## config.mk

```make
export PLATFORM = sky130hd
export DESIGN_NAME = alu4_share_arb
export DESIGN_NICKNAME = d
export VERILOG_FILES = /design/src/rtl/alu4_share_arb.sv
export SDC_FILE = /design/constraint.sdc
export NUM_CORES = 1
export LEC_CHECK = 0
export ABC_CLOCK_PERIOD_IN_PS = 1660
export CAP_MARGIN = 25
export CORE_MARGIN = 8
export CORE_UTILIZATION = 42
export DETAILED_ROUTE_END_ITERATION = 12
export MAX_ROUTING_LAYER = met4
export PLACE_DENSITY = 0.75
export SETUP_SLACK_MARGIN = 0.15
export SKIP_LAST_GASP = 1
export SYNTH_ARGS = -nofsm -noshare
export SYNTH_HDL_FRONTEND = slang
export SYNTH_SLANG_ARGS = --single-unit
```

## constraint.sdc

```tcl
create_clock -name clk -period 1.66 [get_ports clk]
set_clock_uncertainty 0.05 [all_clocks]
set_input_delay 0.332 -clock clk [delete_from_list [all_inputs] [get_ports clk]]
set_output_delay 0.332 -clock clk [all_outputs]
set_load 0.05 [all_outputs]
```

## src/rtl/alu4_share_arb.sv

```systemverilog
// Two-requester round-robin front end for the shared add/sub/eq-select/pass datapath.
// One operation in flight: IDLE accepts, BUSY computes, RESP holds the tagged result until taken.
module alu4_share_arb #(
    parameter int WIDTH = 4
) (
    input  logic             clk,
    input  logic             rst_n,
    input  logic             req0_valid,
    output logic             req0_ready,
    input  logic [1:0]       req0_op,
    input  logic [WIDTH-1:0] req0_a,
    input  logic [WIDTH-1:0] req0_b,
    input  logic             req1_valid,
    output logic             req1_ready,
    input  logic [1:0]       req1_op,
    input  logic [WIDTH-1:0] req1_a,
    input  logic [WIDTH-1:0] req1_b,
    output logic             rsp_valid,
    input  logic             rsp_ready,
    output logic             rsp_id,
    output logic [WIDTH-1:0] rsp_data
);

    typedef enum logic [1:0] {IDLE, BUSY, RESP} state_t;

    state_t             state_reg, state_next;
    logic               last_grant_reg, last_grant_next;
    logic [1:0]         op_reg;
    logic [WIDTH-1:0]   a_reg, b_reg;
    logic               id_reg;
    logic               rsp_id_reg;
    logic [WIDTH-1:0]   rsp_data_reg;
    logic [WIDTH-1:0]   result_next;

    logic [1:0]         valid_vec, ready_vec;
    logic               grant_id;
    logic               accept;

    assign valid_vec = {req1_valid, req0_valid};

    // Under contention the requester that lost last time wins; otherwise whoever is valid.
    assign grant_id = (req0_valid && req1_valid) ? ~last_grant_reg : req1_valid;

    genvar gi;
    generate
        for (gi = 0; gi < 2; gi++) begin : g_ready
            logic granted;
            assign granted       = (gi == 0) ? !grant_id : grant_id;
            assign ready_vec[gi] = rst_n && (state_reg == IDLE) && valid_vec[gi] && granted;
        end
    endgenerate

    assign req0_ready = ready_vec[0];
    assign req1_ready = ready_vec[1];
    assign accept     = |ready_vec;

    always_comb begin
        state_next      = state_reg;
        last_grant_next = last_grant_reg;
        case (state_reg)
            IDLE: begin
                if (accept) begin
                    state_next      = BUSY;
                    last_grant_next = grant_id;
                end
            end
            BUSY:    state_next = RESP;
            RESP:    if (rsp_ready) state_next = IDLE;
            default: state_next = IDLE;
        endcase
    end

    always_comb begin
        result_next = a_reg;
        case (op_reg)
            2'b00:   result_next = a_reg + b_reg;
            2'b01:   result_next = a_reg - b_reg;
            2'b10:   result_next = (a_reg == b_reg) ? a_reg : a_reg + b_reg;
            default: result_next = a_reg;
        endcase
    end

    always_ff @(posedge clk or negedge rst_n) begin
        if (!rst_n) begin
            state_reg      <= IDLE;
            last_grant_reg <= 1'b1;
            op_reg         <= '0;
            a_reg          <= '0;
            b_reg          <= '0;
            id_reg         <= 1'b0;
            rsp_id_reg     <= 1'b0;
            rsp_data_reg   <= '0;
        end else begin
            state_reg      <= state_next;
            last_grant_reg <= last_grant_next;
            if (accept) begin
                op_reg <= grant_id ? req1_op : req0_op;
                a_reg  <= grant_id ? req1_a  : req0_a;
                b_reg  <= grant_id ? req1_b  : req0_b;
                id_reg <= grant_id;
            end
            // Response registers only load on BUSY->RESP, so they stay frozen while stalled.
            if (state_reg == BUSY) begin
                rsp_data_reg <= result_next;
                rsp_id_reg   <= id_reg;
            end
        end
    end

    assign rsp_valid = (state_reg == RESP);
    assign rsp_id    = rsp_id_reg;
    assign rsp_data  = rsp_data_reg;

endmodule

```

# Word-level counts from Yosys, hierarchy flattened
# Index checks and enable logic that the tools add are counted.
# classes
n_addsub	2
eq_ne	7
muxes	9
bitwise_logic	1
reduce_logical	12
# ops
op	n
4-bit two-way mux	3
4-bit one-hot mux with 3 select lines	1
1-bit logical AND	6
2-bit two-way mux	3
2-bit one-hot mux with 3 select lines	1
4-bit adder	1
2-bit by 1-bit equality test with 1-bit output, second input constant	2
2-bit equality test, second input constant	2
4-bit equality test	1
2-bit zero test	2
2-bit AND reduction	2
4-bit subtractor	1
2-bit by 1-bit != test with 1-bit output, second input constant	1
2-bit != test, second input constant	1
2-bit OR reduction	1
1-bit zero test	1
1-bit two-way mux	1
1-bit inverter	1
# word_totals
regBits	19
input_bits	25
output_inout_bits	8
word_cells	39

# Logic depth before layout (Yosys ltp)
# logic_depth
ltp_word	7
ltp_mapped	8
mapped_depth_nobuf	8

# Worst setup path after synthesis
# No wires, ideal clock.
# synth_timing
kind	register to output
start	register last_grant_reg
end	output port req0_ready
t_arrival_ns	1.481
slack_ns	-0.203
path_stages_with_launch	4
n_path_buf	1
cell_sequence	dfstp_2 -> a21boi_1 -> buf_2 -> nor2_1
# synth_between
elab_chain_len	4
# synth_lines
element	line	rtl
start: declaration	27	logic last_grant_reg, last_grant_next;
start signal: assignment	95	last_grant_reg <= last_grant_next;
1-bit inverter	42	assign grant_id = (req0_valid && req1_valid) ? ~last_grant_reg : req1_valid;
1-bit two-way mux	42	
1-bit zero test	-	
1-bit logical AND	49	assign ready_vec[gi] = rst_n && (state_reg == IDLE) && valid_vec[gi] && granted;
end: declaration	9	output logic req0_ready,
# No other way between the ends.

# Worst setup path in the final report
# layout_timing
start	input port req1_valid
end	output port req0_ready
# layout_between
elab_chain_len	4
# layout_lines
element	line	rtl
start: declaration	13	input logic req1_valid,
1-bit logical AND	42	
1-bit two-way mux (*)	42	
1-bit zero test (*)	-	
1-bit logical AND (*)	49	
# Every way passes the cells marked *; elsewhere a longest branch is shown, timed or not.

==> results by group <==
STA
  – Final setup TNS: -0.369 ns
  – Final WS setup: -0.102 ns
  – Slew Limit Fails: 0
  – Worst Tran Pin Value: about 0.55 ns
  – Setup violators final: 6
  – Slew headroom: approximately 63%
  – FMAX: 0.568 GHz
  – Post-layout min period: about 1.8 ns
  – RSZ-0062 raised after global routing: true
  – Final hold vios: 0
  – Final period utilization: 106%

Floorplan
  – Die Wd: around 69 microns
  – Ports: 33
  – Starting Density: a little over two fifths
  – Core ar.: ~2700 sq um
  – Die area: roughly 4700 sq um
  – FP Rows: 19
  – Die H: about 69 microns

GRT
  – Largest net degree at the start of global routing: 22
  – First-pass GRT wire length: approximately 5000 microns
  – Gr usage total: 14.5%
  – Vias in the first global route: around 1200
  – Initial antenna violation count: 0
  – Congestion Overflow GR: 0

Yosys
  – Synthesized area: between 1000 and 1500 sq um
  – Ys async rst share: 100%
  – Post-synth top area cell: dfrtp_1
  – Top-count cell post-synth: dfrtp_1
  – Yosys reg bits: 19
  – Synthesized instance count: 124
  – Netlist cell types: 30
  – Sequential share of the synthesized area: approximately two fifths
  – Share of the synthesized area in the top cell type: between 30 and 40%
  – Post-synth top cells: 18 x dfrtp_1, 16 x nor2_1, 14 x a21oi_1
  – Mapped Avg Cell Area: between 9 and 10 sq um
  – Ranking of synthesized cells by area: dfrtp_1 39%, mux2i_1 10%, ha_1 6.5%
  – Yosys warns: 0
  – Post-synth EDFFs: 0
  – Main synth FF type: dfrtp_1
  – Syn Nets: between 150 and 200

Placed design
  – Post-DP HPWL: around 2200 microns
  – Pre-CTS setup slack: -0.273 ns
  – Placed Area: around 1700 sq um
  – Port bufs: 32
  – Final GP Congestion: slightly above 0.8
  – Cells after DPL: about 200

Route
  – Drt pass-1 iters: 4
  – First DRT Iteration DRCs: 28
  – DR WL/cell: 14.8 microns
  – # DRC: 0
  – Via density: between 5 and 6
  – Total wire length: approximately 3100 microns
  – DRT antenna net count: 0
  – Via count: 1074

Clocking
  – Clk sinks: 19
  – Root buf cell: clkbuf_4
  – Total CTS buffers: 3
  – Clock latency at the later pin of the worst-skew pair: roughly 0.30 ns
  – Clock transition at path regs: 0.11 ns
  – Clock tree buffer depth: 2
  – CTS tree: yes
  – H-tree depth: 1
  – Hold-fix buffers at CTS: 0

Min path
  – Hold WC Path Type: primary input to asynchronous set/reset pin

Setup path
  – CP Capture Type: primary output
  – Critical setup path kind: primary input to primary output
  – CP Max Fanout: 2
  – CP required: 1.28 ns
  – Arr. time, crit path: approximately 1.4 ns
  – Startpoint Class: primary input

Final layout
  – Area growth syn-to-layout: 61.7%
  – Fin area: between 1500 and 2000 sq um
  – Final Non-Filler Cells: ~210
  – Fin nets: 214
  – Share of layout cells above drive strength 1: 33.3%
  – Antenna Cells: 0

Run status
  – Failing checks: setup timing
  – Status: complete, but fails checks

Power
  – Max IR drop VDD: around 1.2 mV
  – Power per cell area: ~1900 nW/um^2
  – Power after layout: 3.52 mW
  – Standby leakage power: approximately 0.87 nW

Flow run
  – MaxCap Viol Count: 0
-- layout by cell type (no fill, tap or decap), types with 2 or more instances in the layout --
cell and count:
nor2_1 13, a21o_1 3, clkbuf_4 3, mux2i_1 12
inv_1 3, ha_4 2, ha_2 2, a21oi_2 2
inv_2 3, ha_1 2, clkdlybuf4s50_1 23, a31oi_1 2
nand2_1 11, a21oi_1 12, buf_6 4, dfrtp_1 17
buf_12 6, o21ai_1 6, buf_4 24, xor2_1 2
xnor2_1 2, nor2_4 2, nand2b_1 2
-- kinds of logic after synthesis --
kind of cell	count (synthesis)	share of synthesized area (%)
fa+ha+maj	8	9.89
mux	12	10.3
flops	19	41.0
compound gates	32	16.6
simple gates	36	13.8
xor+xnor	4	3.01
buf+inv	13	5.48
-- power by group --
part,internal (mW),switching [mW]
registers,0.666,0.203
logic,1.22,1.19
clock network,0.0900,0.153
total,1.97,1.55
-- layer usage --
metal | share of wire (%) | GRT usage (%)
met1 | 42 | 16.1
met2 | 51 | 23.9
met3 | 5.8 | 4.52
met4 | 1.9 | 5.37
met5 | 0 | -
-- through the flow --
step	util [%]	hold WS, ns
2_1_floorplan	-	-0.0136
3_3_place_gp	62.8	0.411
3_5_place_dp	62.8	0.419
4_1_cts	68.3	0.0706
5_1_grt	70.1	0.103
6_report	70.1	0.0677
-- timing repair --
| item | CTS | global route |
|---|---|---|
| gates resized for setup | 18 | 9 |
| buffers inserted | 6 | 2 |
| setup endpoints to repair | 17 | 7 |
| hold endpoints to repair | 0 | 0 |
| pin swaps | 8 | 5 |
-- cell type report --
type | instances | area (sq um)
tap | 31 | 38.8
inverter | 7 | 28.8
timing repair buffer | 58 | 584
clock inverter | 1 | 5.00
clock buffer | 3 | 22.5
multi-input combinational | 92 | 724
sequential | 19 | 478
fill | 196 | 805
-- path summary, 6_finish.rpt --
kind                        startpoint             end  slack, ns  depth (start not counted)
setup / recovery            req1_valid      req0_ready      -0.10                          5
hold / removal                   rst_n          rsp_id       0.07                          2
setup reg to reg              a_reg[2]     rsp_data[3]      -0.09                          8
hold reg to reg            rsp_data[2]     rsp_data[2]       0.45                          2
max in group asynchronous        rst_n  last_grant_reg       1.23                          2
min in group clk           rsp_data[2]     rsp_data[2]       0.45                          2
-- critical path, stage by stage --
cell	delay, ns
clkdlybuf4s50_1	0.49
a21boi_1	0.20
buf_4	0.17
nor2_4	0.05
buf_12	0.14
Note: power is estimated with default switching activity, not from simulation.
